$ cat src/rtl/fetch_unit.sv
// Instruction-fetch stage: owns the PC, buffers the returned word for decode
// behind a valid/ready handshake, and handles redirects and halt.
module fetch_unit #(
    parameter logic [31:0] RESET_PC  = 32'h0000_0000,
    parameter int          ADDR_BITS = 10
) (
    input  logic        clk,
    input  logic        rst,
    output logic [31:0] pc,
    input  logic [31:0] inst_in,
    output logic        if_valid,
    input  logic        if_ready,
    output logic [31:0] if_inst,
    output logic [31:0] if_pc,
    input  logic        redirect_valid,
    input  logic [31:0] redirect_pc,
    input  logic        halt_req,
    output logic        halted,
    output logic        misalign_err
);

    typedef enum logic [1:0] {FETCH, HOLD, HALTED} state_t;

    // Word-aligned and confined to the memory's byte-address range.
    localparam logic [31:0] PC_MASK = 32'((64'd1 << ADDR_BITS) - 64'd1) & ~32'd3;

    state_t      state, state_n;
    logic [31:0] pc_n, if_inst_n, if_pc_n;
    logic        if_valid_n, misalign_n;
    logic        accept, slot_free;

    assign accept    = if_valid & if_ready;
    assign slot_free = !if_valid | if_ready;
    assign halted    = (state == HALTED);

    always_comb begin
        // NOTE: every output of this block gets a default first so no path leaves it unassigned (no latches).
        state_n    = state;
        pc_n       = pc;
        if_valid_n = if_valid;
        if_inst_n  = if_inst;
        if_pc_n    = if_pc;
        misalign_n = 1'b0;
        case (state)
            FETCH, HOLD: begin
                if (redirect_valid) begin
                    pc_n       = redirect_pc & PC_MASK;
                    if_valid_n = 1'b0;
                    misalign_n = |redirect_pc[1:0];
                    state_n    = FETCH;
                end else if (halt_req) begin
                    if (accept) if_valid_n = 1'b0;
                    state_n = HALTED;
                end else if (slot_free) begin
                    if_inst_n  = inst_in;
                    if_pc_n    = pc;
                    if_valid_n = 1'b1;
                    pc_n       = (pc + 32'd4) & PC_MASK;
                    state_n    = FETCH;
                end else begin
                    state_n = HOLD;
                end
            end
            HALTED: begin
                // Only reset leaves HALTED; just drain the buffer once taken.
                if (accept) if_valid_n = 1'b0;
            end
            default: state_n = FETCH;
        endcase
    end

    // NOTE: sequential state uses non-blocking assignments so all registers update together at the edge.
    always_ff @(posedge clk or negedge rst) begin
        if (!rst) begin
            state        <= FETCH;
            pc           <= RESET_PC & PC_MASK;
            if_valid     <= 1'b0;
            if_inst      <= 32'd0;
            if_pc        <= 32'd0;
            misalign_err <= 1'b0;
        end else begin
            state        <= state_n;
            pc           <= pc_n;
            if_valid     <= if_valid_n;
            if_inst      <= if_inst_n;
            if_pc        <= if_pc_n;
            misalign_err <= misalign_n;
        end
    end

endmodule
$ cat config.mk
export PLATFORM = sky130hd
export DESIGN_NAME = fetch_unit
export DESIGN_NICKNAME = d
export VERILOG_FILES = /design/src/rtl/fetch_unit.sv
export SDC_FILE = /design/constraint.sdc
export NUM_CORES = 1
export LEC_CHECK = 0
export CORE_MARGIN = 3
export CORE_UTILIZATION = 40
export DETAILED_ROUTE_END_ITERATION = 12
export DONT_BUFFER_PORTS = 1
export HOLD_SLACK_MARGIN = 0.1
export PLACE_DENSITY = 0.65
export SLEW_MARGIN = 20
export SYNTH_ARGS = -nofsm -noshare
export SYNTH_HDL_FRONTEND = slang
export SYNTH_SLANG_ARGS = --single-unit
export TNS_END_PERCENT = 10
$ cat constraint.sdc
create_clock -name clk -period 1.29 [get_ports clk]
set_input_delay 0.258 -clock clk [delete_from_list [all_inputs] [get_ports clk]]
set_output_delay 0.258 -clock clk [all_outputs]
set_load 0.005 [all_outputs]
# After elaboration in Yosys (flattened, before gate mapping)

Cells that the tools add are included.

Flip-flop bits (word level): 100
Latch bits: 0
Memory bits (writable): 0
Memories: 0
Logic and storage cells: 38
ROM bits: 0

Eq/ne operators: 4
Multiply operators: 0
Mux-type cells: 14
Shifts and indexed selects: 0
Div/mod/pow operators: 0
Order comparisons: 0
Bitwise gates (word level): 4
$add $sub $neg: 1
Reduce and logical (&&, ||, !) cells: 9

Operators by type and width:

| kind                                                                   | count |
|---|---|
| 32-bit 2-to-1 mux                                                      | 3 |
| 10-bit by 3-bit adder with 10-bit output (second input constant)       | 1 |
| 1-bit 2-to-1 mux                                                       | 7 |
| 2-bit 2-to-1 mux                                                       | 2 |
| 4-bit != test (second input constant)                                  | 1 |
| 2-bit one-hot mux with 2 select lines                                  | 1 |
| 4-bit AND reduction                                                    | 1 |
| 2-bit nonzero test                                                     | 2 |
| 2-bit OR reduction                                                     | 2 |
| 3-bit AND reduction                                                    | 1 |
| 2-bit by 1-bit equality test with 1-bit output (second input constant) | 1 |
| 2-bit equality test (second input constant)                            | 1 |
| 2-bit logical NOT                                                      | 1 |
| 2-bit != test (second input constant)                                  | 1 |
| 1-bit NOT                                                              | 2 |
| 1-bit one-hot mux with 2 select lines                                  | 1 |
| 2-bit AND reduction                                                    | 1 |
| 1-bit bitwise AND                                                      | 1 |
| 1-bit logical NOT                                                      | 1 |
| 1-bit bitwise OR                                                       | 1 |

# Longest topological paths before layout

Word-level depth: 6
Mapped depth: 6

# Worst setup path after synthesis

No wires, ideal clock.

Path type: reg2reg
Start: reg state[1]
End: reg if_inst[0]
Cell stages (with the launch flop): 5
Library setup time: 0.125 ns
Arrival time: 1.268 ns
Data required time: 1.165 ns
Path slack: -0.103 ns
Cells stage by stage: dfrtp_1 -> nor3_2 -> nand2_2 -> buf_6 -> mux2_4

Longest elaborated chain between the ends: 3

Ends and longest elaborated chain:

| item                                                                                       | RTL line | text |
|---|---|---|
| start, declared                                                                            | 27       | `state_t state, state_n;` |
| start signal, assigned                                                                     | 82       | `state <= state_n;` |
| 2-bit by 1-bit equality test with 1-bit output / 2-bit logical NOT (equally long branches) | 44       | `case (state)` |
| 2-bit OR reduction *                                                                       | 44       |  |
| 4-bit AND reduction (no source line) *                                                     | n/a      |  |
| end signal, assigned                                                                       | 85       | `if_inst <= if_inst_n;` |
| end, declared                                                                              | 13       | `output logic [31:0] if_inst,` |

Mark *: on every way between the ends. The rest lies on a longest branch, timed or not.
A chain may end at the register's enable or synchronous reset.

# Final worst setup path

Start: reg state[1]
End: reg if_inst[2]

The elaborated chain is that of the path after synthesis.

==> metrics.txt <==
Post-Synthesis Cells=213; number of enable flip-flop cells after synthesis=0; DP HPWL=3630 um; Synth Area in Adders=0.466%; die boundary height=88.0 um; wire length per cell=15.9 um; FP Rows=29; Max Cap Viol=0; DRT antenna net count=0; CTS sink cnt=52; initial core utilization=41.8%; endpoints failing setup=44; I/O Buffers=0; Placer Congestion=0.733; main combinational cell family by area after synthesis=multiplexers; simple-gate share of the synthesized area=7.17%; gr usage total=13.7%; CP peak stage delay=470 ps; Req. time, crit path=1480 ps; critical path arrival=1610 ps; worst path cell trace=nor3_4 -> nand2_4 -> buf_12 -> mux2_4; proportion of layout cells with a drive suffix above 1=28.4%; mux cell area share after synthesis=22.0%; failing checks=hold timing, setup timing; Root Driver=clkbuf_8; Min-Delay Path Class=in2async; Synth area leaders=dfrtp_1, mux2_4, buf_4; slowest CP cell=dfrtp_2; # IOs=168; WHS=-356 ps; initial antenna violation count=0; CORE AREA=6420 um2; status=complete, but fails checks; post-synthesis xor/xnor area fraction=0%; Final Skew=3.15 ps; Post-Place Cell Area=2690 um2; CTS max path bufs=2; #FFs+latches synth=52; grt total ovfl=0; CP Max Fanout=28; Setup Crit Path Kind=reg2reg; Max Fclk=705 MHz; share of async-settable or async-resettable flops after synthesis=100%; first-pass GRT wire length=8160 um; n_diodes=0; DR vias/cell=4.63; routed wire length=5540 um; critical path endpoint category=register; critical path startpoint category=register; Initial DRT Pass Iterations=4; maximum vdd drop=0.552 mV; minimum clock period=1420 ps; pwr dens=1960 nW/um2; final worst slack=-128 ps; Final nets=340; period utilisation layout=110%; die area=7740 um2; final std cell area, no fill=3210 um2; post-synthesis compound-gate area fraction=5.36%; sequential fraction of the synthesis area=48.4%; drt drc=0; # H-tree levels=2; Max Transition Viols Final=0; Cell Area, Synth=2690 um2; Via Count=1,610; area leader, netlist=dfrtp_1; # hold bufs at CTS=37; RSZ-0062 raised after global routing=yes; clock latency on the worst-skew pair=300 ps; CTS tree=done; Netlist cell types=34; Synth top area share=48.4%; dpl ws=-153 ps; post-layout utilization of the core=49.9%; YS warnings=0; syn avg cell area=12.6 um2; Primary FF master, synth=dfrtp_1; vias in the first global route=1,572; DR iter-0 viols=52; CTS buffer count=5; final hold vios=52; Clk pin slew, worst setup/hold paths=90 ps; largest net degree at the start of global routing=53; Die W=88.0 um; Area Growth Syn to Fin=19.3%; Leakage=0.00162 uW
[placed cells by master, fill, tap and decap left out, types with 2 or more instances in the layout]
master	count
a21o_1	3
a21oi_1	5
a31oi_1	2
buf_12	2
buf_4	20
clkbuf_8	5
conb_1	48
dfrtp_1	51
dlygate4sd3_1	37
inv_1	3
mux2_4	39
nand2_1	7
nand3_1	4
nand4_1	2
nor2_1	8
nor2b_2	2
nor3b_1	2
o21ai_1	9
or4_1	2
[registers in the layout, indices dropped and copies added, names as in the netlist]
name          count
misalign_err      1
if_inst          32
pc                8
if_pc             8
if_valid          1
state             2
[layout make-up]
class	instances	area, um2
clock inverter	2	16.3
timing repair buffer	59	561
sequential	52	1300
inverter	3	11.3
clock buffer	6	72.6
tap	77	96.3
fill	553	3220
multi-input combinational	149	1150
[final timing paths]
kind,start,to,slack (ps),cells after the start
min in group clk,redirect_pc[2],pc[2],140,2
setup / recovery,state[1],if_inst[2],-130,4
hold reg to reg,if_pc[9],if_pc[9],540,2
setup reg to reg,state[1],if_inst[2],-130,4
hold / removal,rst,if_pc[9],-360,0
max in group asynchronous,rst,if_inst[21],1560,0
[per-stage QoR]
stage / instances / power [uW] / TNS, ps / hold WS (ps)
2_1_floorplan: 260 / 4640 / -1270 / -37.6
4_1_cts: 347 / 6340 / -4100 / -373
3_3_place_gp: 301 / 5160 / -4600 / -36.5
6_report: 348 / 6290 / -3980 / -356
3_5_place_dp: 301 / 5220 / -5280 / -36.5
5_1_grt: 348 / 6730 / -6050 / -385
[Yosys cell counts (2+ instances only)]
master,instances
dfrtp_1,52
buf_4,48
mux2_4,38
nor2_1,9
o21ai_1,9
nand2_1,7
a21oi_1,5
buf_6,5
nand3_1,4
a21o_1,3
inv_1,3
a31oi_1,2
clkbuf_1,2
nand2b_1,2
nand4_1,2
nor2b_1,2
nor3b_1,2
or4_1,2
[critical path: cells and delay by family (launching register included)]
kind / cells / cell delay [ps]
muxes: 1 / 320
buffers and inverters: 1 / 190
DFF: 1 / 470
and+or+nand+nor: 2 / 300
[cells by family (layout without fill, tap and decap cells)]
family,after synthesis,after routing
other cells,1,48
fa+ha+maj,1,1
simple gates,36,36
flops,52,52
mux,40,40
compound gates,24,24
buf+inv,59,70
[per-layer routing]
| metal | GRT usage, % | routed length, um |
|---|---|---|
| met1 | 17.8 | 2310 |
| met2 | 21.5 | 2500 |
| met3 | 4.99 | 676 |
| met4 | 4.18 | 44 |
| met5 | 0 | 0 |
[timing repair]
item	CTS	global route
hold endpoints to repair	88	52
setup buffers	1	1
gates resized for setup	9	2
endpoints found under the setup margin	45	49
[power by group]
part	internal [uW]	total, uW	switching, uW
Combinational	1500	2280	787
Clock	387	912	525
Sequential	2400	3090	694
Total	4280	6290	2010
(Power assumes the default switching activity.)
